File: src/rtl/player_input_ctrl_if.sv
// Key/frame inputs and motion/pause outputs of the player input stage.
// The board/test side uses the master modport; player_input_ctrl uses slave.
interface player_input_ctrl_if;
   logic keyLeftN;
   logic keyRightN;
   logic keyPauseN;
   logic startOfFrame;
   logic moveLeft;
   logic moveRight;
   logic pause;

   modport master (
      output keyLeftN, keyRightN, keyPauseN, startOfFrame,
      input  moveLeft, moveRight, pause
   );

   modport slave (
      input  keyLeftN, keyRightN, keyPauseN, startOfFrame,
      output moveLeft, moveRight, pause
   );
endinterface

File: src/rtl/player_input_ctrl.sv
// Player input stage: synchronizes and debounces the raw keys, arbitrates left/right, and runs the pause FSM.
// Define PLAYER_PAUSE_FRAME_SYNC_EN to defer pause toggles to the next startOfFrame.
module player_input_ctrl #(
   parameter int DEBOUNCE_CYCLES = 250000
) (
   input logic           clk,
   input logic           resetN,
   player_input_ctrl_if.slave io
);

   localparam int CNT_W      = $clog2(DEBOUNCE_CYCLES) + 1;
   localparam int NKEYS      = 3;
   localparam int KEY_LEFT   = 0;
   localparam int KEY_RIGHT  = 1;
   localparam int KEY_PAUSE  = 2;
   localparam logic [CNT_W-1:0] TERM_CNT = CNT_W'(DEBOUNCE_CYCLES - 1);

   typedef enum logic {
      RUN    = 1'b0,
      PAUSED = 1'b1
   } pause_state_t;

   logic [NKEYS-1:0] raw_n;
   logic [NKEYS-1:0] sync1_n;
   logic [NKEYS-1:0] sync2_n;
   logic [NKEYS-1:0] stable_n;
   logic [CNT_W-1:0] cnt [NKEYS];

   pause_state_t state;
   logic         pause_prev_n;
   logic         press_edge;
   logic         left_pressed;
   logic         right_pressed;
   logic         move_left_q;
   logic         move_right_q;

   assign raw_n = {io.keyPauseN, io.keyRightN, io.keyLeftN};

   // Two-flop synchronizer; idle level is 1 (released) so reset never looks like a press.
   always_ff @(posedge clk or negedge resetN) begin
      if (!resetN) begin
         sync1_n <= '1;
         sync2_n <= '1;
      end else begin
         // NOTE: non-blocking so sync2 takes sync1's previous value, giving two real flop stages.
         sync1_n <= raw_n;
         sync2_n <= sync1_n;
      end
   end

   // Debounce: a new level must persist DEBOUNCE_CYCLES consecutive cycles; any glitch restarts the count.
   always_ff @(posedge clk or negedge resetN) begin
      if (!resetN) begin
         stable_n <= '1;
         // NOTE: the counter array is small state that must restart clean, so it is reset, unlike a RAM.
         for (int i = 0; i < NKEYS; i++) cnt[i] <= '0;
      end else begin
         for (int i = 0; i < NKEYS; i++) begin
            if (sync2_n[i] == stable_n[i]) begin
               cnt[i] <= '0;
            end else if (cnt[i] == TERM_CNT) begin
               stable_n[i] <= sync2_n[i];
               cnt[i]      <= '0;
            end else begin
               cnt[i] <= cnt[i] + 1'b1;
            end
         end
      end
   end

   assign press_edge    = pause_prev_n & ~stable_n[KEY_PAUSE];
   assign left_pressed  = ~stable_n[KEY_LEFT];
   assign right_pressed = ~stable_n[KEY_RIGHT];

`ifdef PLAYER_PAUSE_FRAME_SYNC_EN
   logic pending;

   // Pause FSM: a press arms pending; the flip lands on the next frame boundary.
   always_ff @(posedge clk or negedge resetN) begin
      if (!resetN) begin
         state        <= RUN;
         pause_prev_n <= 1'b1;
         pending      <= 1'b0;
      end else begin
         pause_prev_n <= stable_n[KEY_PAUSE];
         if (io.startOfFrame && pending) begin
            state   <= (state == RUN) ? PAUSED : RUN;
            pending <= 1'b0;
         end else if (press_edge) begin
            pending <= 1'b1;
         end
      end
   end
`else
   logic unused_start_of_frame;
   assign unused_start_of_frame = io.startOfFrame;

   // Pause FSM: flips one cycle after the debounced press edge.
   always_ff @(posedge clk or negedge resetN) begin
      if (!resetN) begin
         state        <= RUN;
         pause_prev_n <= 1'b1;
      end else begin
         pause_prev_n <= stable_n[KEY_PAUSE];
         if (press_edge) state <= (state == RUN) ? PAUSED : RUN;
      end
   end
`endif

   // Motion only when running and exactly one direction is held, so both outputs are never low together.
   always_ff @(posedge clk or negedge resetN) begin
      if (!resetN) begin
         move_left_q  <= 1'b1;
         move_right_q <= 1'b1;
      end else begin
         move_left_q  <= ~(left_pressed  & ~right_pressed & (state == RUN));
         move_right_q <= ~(right_pressed & ~left_pressed  & (state == RUN));
      end
   end

   assign io.moveLeft  = move_left_q;
   assign io.moveRight = move_right_q;
   assign io.pause     = (state == PAUSED);

endmodule
File: src/flat_wrapper.sv
// flat-port wrapper written by rule: the top's interface ports become plain ports
module player_input_ctrl_flat 
#(
   parameter int DEBOUNCE_CYCLES = 250000
)
  (clk, resetN, io_keyLeftN, io_keyRightN, io_keyPauseN, io_startOfFrame, io_moveLeft, io_moveRight, io_pause);
  player_input_ctrl_if io_i ();
  input logic clk;
  input logic resetN;
  input wire logic [$bits(io_i.keyLeftN)-1:0] io_keyLeftN;
  input wire logic [$bits(io_i.keyRightN)-1:0] io_keyRightN;
  input wire logic [$bits(io_i.keyPauseN)-1:0] io_keyPauseN;
  input wire logic [$bits(io_i.startOfFrame)-1:0] io_startOfFrame;
  output wire logic [$bits(io_i.moveLeft)-1:0] io_moveLeft;
  output wire logic [$bits(io_i.moveRight)-1:0] io_moveRight;
  output wire logic [$bits(io_i.pause)-1:0] io_pause;
  assign io_i.keyLeftN = io_keyLeftN;
  assign io_i.keyRightN = io_keyRightN;
  assign io_i.keyPauseN = io_keyPauseN;
  assign io_i.startOfFrame = io_startOfFrame;
  assign io_moveLeft = io_i.moveLeft;
  assign io_moveRight = io_i.moveRight;
  assign io_pause = io_i.pause;
  player_input_ctrl #(.DEBOUNCE_CYCLES(DEBOUNCE_CYCLES)) u_core (.clk(clk), .resetN(resetN), .io(io_i));
endmodule
File: config.mk
export PLATFORM = sky130hd
export DESIGN_NAME = player_input_ctrl_flat
export DESIGN_NICKNAME = d
export VERILOG_FILES = /design/src/rtl/player_input_ctrl_if.sv /design/src/rtl/player_input_ctrl.sv /design/src/flat_wrapper.sv
export SDC_FILE = /design/constraint.sdc
export NUM_CORES = 1
export LEC_CHECK = 0
export CAP_MARGIN = 20
export CORE_MARGIN = 5
export CORE_UTILIZATION = 35
export CTS_BUF_LIST = sky130_fd_sc_hd__clkbuf_8
export DETAILED_ROUTE_END_ITERATION = 8
export PLACE_DENSITY_LB_ADDON = 0.25
export RECOVER_POWER = 50
export SYNTH_ARGS = -nofsm -noshare
export SYNTH_HDL_FRONTEND = slang
export SYNTH_SLANG_ARGS = --single-unit
export TNS_END_PERCENT = 1
File: constraint.sdc
create_clock -name clk -period 4.1 [get_ports clk]
set_clock_uncertainty 0.2 [all_clocks]
set_input_delay 1.23 -clock clk [delete_from_list [all_inputs] [get_ports clk]]
set_output_delay 1.23 -clock clk [all_outputs]
set_load 0.05 [all_outputs]
======== Word-level counts from Yosys, hierarchy flattened ========
Cells that the tools add are included.
storage, ports and cells
  logic and storage cells ................. 45
  input port bits ......................... 6
  output and inout bits ................... 3
  register bits after elaboration ......... 70
operators by class
  $add $sub $neg .......................... 3
  bitwise gates (word level) .............. 14
  reduce and logical (&&, ||, !) cells .... 3
  eq/ne operators ......................... 6
  multiplexer cells ....................... 7
operators with widths
  kind                                                   number
  2-to-1 mux 19 bit                                      6
  adder 19 x 1 -> 19 bit, second input constant          3
  equality test 19 x 18 -> 1 bit, second input constant  3
  NOT 1 bit                                              9
  AND reduction 2 bit                                    3
  bitwise AND 1 bit                                      5
  equality test 1 bit                                    3
  2-to-1 mux 1 bit                                       1

======== Longest topological paths before layout ========
  depth in word-level cells ............... 4
  depth in mapped cells ................... 6
  depth with buffers taken out ............ 5

======== Least setup slack after synthesis ========
OpenSTA, ideal clock, no wires.
  path kind ............................... reg-to-output
  start ................................... register u_core.move_left_q, in the netlist u_core.io.moveLeft
  end ..................................... output io_moveLeft
  data arrival time ....................... 0.656 ns
  setup slack ............................. 2.014 ns
  data required time ...................... 2.670 ns
  cell stages (with the launch flop) ...... 1
  path buffers ............................ 0
  path through ............................ dfstp_2
RTL lines
  element                   RTL line                  source
  start: declaration        player_input_ctrl.sv:34   logic move_left_q;
  start signal: assignment  player_input_ctrl.sv:116  move_left_q <= ~(left_pressed & ~right_pressed & (state == RUN));
  end: declaration          flat_wrapper.sv:14        output wire logic [$bits(io_i.moveLeft)-1:0] io_moveLeft;
No word-level cell between the ends.

======== Final worst setup path ========
  start ................................... register u_core.move_left_q, in the netlist u_core.io.moveLeft
  end ..................................... output io_moveLeft
No word-level cell between the ends.

==> results.cfg <==
[detailed_routing]
antenna_left = 0
drc = 0
via_count = 2279
vias_per_cell = 5.098
wl_per_cell_um = 13.38
drt_iter0_drc = 97
drtPass1Iterations = 4
drt_wl_total_mm = 5.983

[placed_design]
gp_congestion = 0.7452
dp_hpwl_mm = 3.978
io_buffers = 7
pre_cts_ws_ps = 1376

[sta]
rsz0062_at_grt = false
setup_slack_ps = 1012
setup_viol = 0
post-route-period-util = 0.7533
slew-limit-headroom = -0.1776
slew_viol_final = 33
clock.fmax_ghz = 0.3238
tns_ps = 0
tightest_slew_ps = 1766
hold_violations = 0
period_needed_ps = 3088

[clock_tree]
cts_hold_buf = 0
insertion_delay_ps = 350
post_cts_buffers = 0
clockBufferDepth = 2
tritoncts = yes
h-tree-depth = 3
cts_resized = 0
cts_buffers = 9
path_clk_slew_ps = 80
cts.sinks = 70
cts.root.buffer_cell = clkbuf_8

[hold_path]
hold_class = register to register

[grt]
grt_max_degree = 33
grt_antenna_before_repair = 0
grt_pass1_vias = 2298
grt_usage = 0.1167
overflow = 0
grt_pass1_wl_mm = 10.62

[pwr]
power_switching_w = 0.0003087
intPower_w = 0.001077
combinationalPowerShare = 0.031
clkPwrFrac = 0.455
ir_drop_mv = 0.1644
pwr_density_cell_mw_per_mm2 = 374.1
swShare = 0.2227
seqPwrFrac = 0.514
p_leak_nw = 1.460

[layout]
fillers = 904
antenna_cells = 0
nets = 340
area_growth_pct = 12.93
finalCoreUtilization = 0.4029
drive_gt1_frac = 0.1161

[synth]
synthCells = 314
yosysWarnings = 0
yosysUniqueCellTypes = 35
ys_ff_latch = 70
synth_nets = 323
synth_edf_count = 0
synth_flop_cell = dfrtp_1
ys_seq_area_frac = 0.5385
syn_avg_cell_area_um2 = 10.45
async_flop_share = 1.000
synthesis.area_mm2 = 0.003281

[worst_setup_path]
crit_chain = clkdlybuf4s50_1
cp-start-kind = register
required_ps = 2670
crit_path_max_incr_delay_ps = 790
cpLargestDelayFamily = buffers and inverters
slowest_stage = clkdlybuf4s50_1
end_kind = primary output
crit_type = register to primary output
worst-path-buf-inv = 1
arrival_ps = 1660
critPathMaxFanout = 1

[floorplanning]
initial_core_util = 0.3567
dieArea_mm2 = 0.01141
fp.coreArea_mm2 = 0.009196
fp-row-count = 35
die_x_um = 106.8
ios = 9
die_h_um = 106.8

[outcome]
status = complete, but fails checks
violations = max-capacitance violations, max-slew violations

[flow_run]
drv_cap = 1
layout by cell type, fill, tap and decap left out, drive strengths merged, types with 4 or more instances in the layout:
cell | Yosys | final
or4 | 4 | 4
o21ai | 7 | 7
a21oi | 6 | 6
dfstp | 12 | 12
or3 | 9 | 9
xor2 | 16 | 16
nand3 | 17 | 17
nor4b | 4 | 4
nand2 | 12 | 12
nor3 | 11 | 11
nor4 | 13 | 13
nor2 | 59 | 59
clkbuf | 1 | 13
xnor2 | 32 | 32
dfrtp | 58 | 58
inv | 9 | 10
nand4 | 21 | 21
final cells by class:
class | count | area [um^2] | share of cell area
Tap cell | 111 | 138.9 | 0.03749
Sequential cell | 70 | 1767 | 0.4769
Multi-Input combinational cell | 230 | 1449 | 0.3911
Clock buffer | 10 | 137.6 | 0.03715
Timing Repair Buffer | 11 | 86.33 | 0.02330
Clock inverter | 6 | 92.59 | 0.02499
Inverter | 9 | 33.78 | 0.009119
registers in the layout, indices dropped and copies added (netlist names):
register,cells
u_core.sync1_n,3
u_core.io.moveRight,1
u_core.sync2_n,3
u_core.io.moveLeft,1
u_core.cnt,57
u_core.io.pause,1
u_core.stable_n,3
u_core.pause_prev_n,1
final timing paths:
check,cells after the start,startpoint,endpoint,slack (ps)
max reg2reg,4,u_core.cnt[5]$_DFF_PN0_,u_core.cnt[13]$_DFF_PN0_,1630
min,0,u_core.sync1_n[2]$_DFF_PN1_,u_core.sync2_n[2]$_DFF_PN1_,160
min in group asynchronous,1,resetN,u_core.cnt[56]$_DFF_PN0_,1140
max,1,u_core.io.moveLeft$_DFF_PN1_,io_moveLeft,1010
min reg2reg,0,u_core.sync1_n[2]$_DFF_PN1_,u_core.sync2_n[2]$_DFF_PN1_,160
max in group asynchronous,2,resetN,u_core.cnt[28]$_DFF_PN0_,1120
power by group through the flow:
stage	logic (W)	registers [W]	clock network [W]
3_5_place_dp	0.0000461	0.000726	0
4_1_cts	0.0000466	0.000712	0.000657
3_3_place_gp	0.0000453	0.000725	0
6_report	0.0000426	0.000712	0.000631
5_1_grt	0.0000511	0.000714	0.000687
2_1_floorplan	0.0000217	0.000723	0
layer usage:
layer	part of all wire	global-route usage
met1	0.50	0.1476
met2	0.46	0.1794
met3	0.032	0.03974
met4	0.016	0.05479
met5	0	0
cell families after synthesis:
kind of cell,synth area share
AND/OR/NAND/NOR,0.2548
flip-flops,0.5385
XOR/XNOR,0.1281
AO/OA/AOI/OAI,0.03394
buffers and inverters,0.01983
multiplexers,0.01335
adder cells (fa/ha/maj),0.01144
cells in the mapped netlist (all sizes together) (2+ instances only):
cell type / n / area [um^2]
nor2: 59 / 221.5
dfrtp: 58 / 1451
xnor2: 32 / 280.3
nand4: 21 / 143.9
nand3: 17 / 90.09
xor2: 16 / 140.1
nor4: 13 / 81.33
dfstp: 12 / 315.3
nand2: 12 / 45.04
nor3: 11 / 55.05
inv: 9 / 33.78
or3: 9 / 56.30
o21ai: 7 / 35.03
a21oi: 6 / 30.03
buf: 4 / 26.27
nor4b: 4 / 35.03
or4: 4 / 41.29
and3: 3 / 18.77
ha: 3 / 37.54
mux2: 3 / 33.78
and4: 2 / 17.52
per-stage QoR:
stage	hold WS [ps]	std cells	cell area (um^2)	power (W)
2_1_floorplan	145.2	314	3281	0.0007452
3_3_place_gp	145.7	431	3483	0.0007701
3_5_place_dp	148.1	431	3483	0.0007716
4_1_cts	159.3	447	3714	0.001416
5_1_grt	166.1	447	3705	0.001452
6_report	157.0	447	3705	0.001386
No activity file was read; power rests on OpenSTA's default activity.
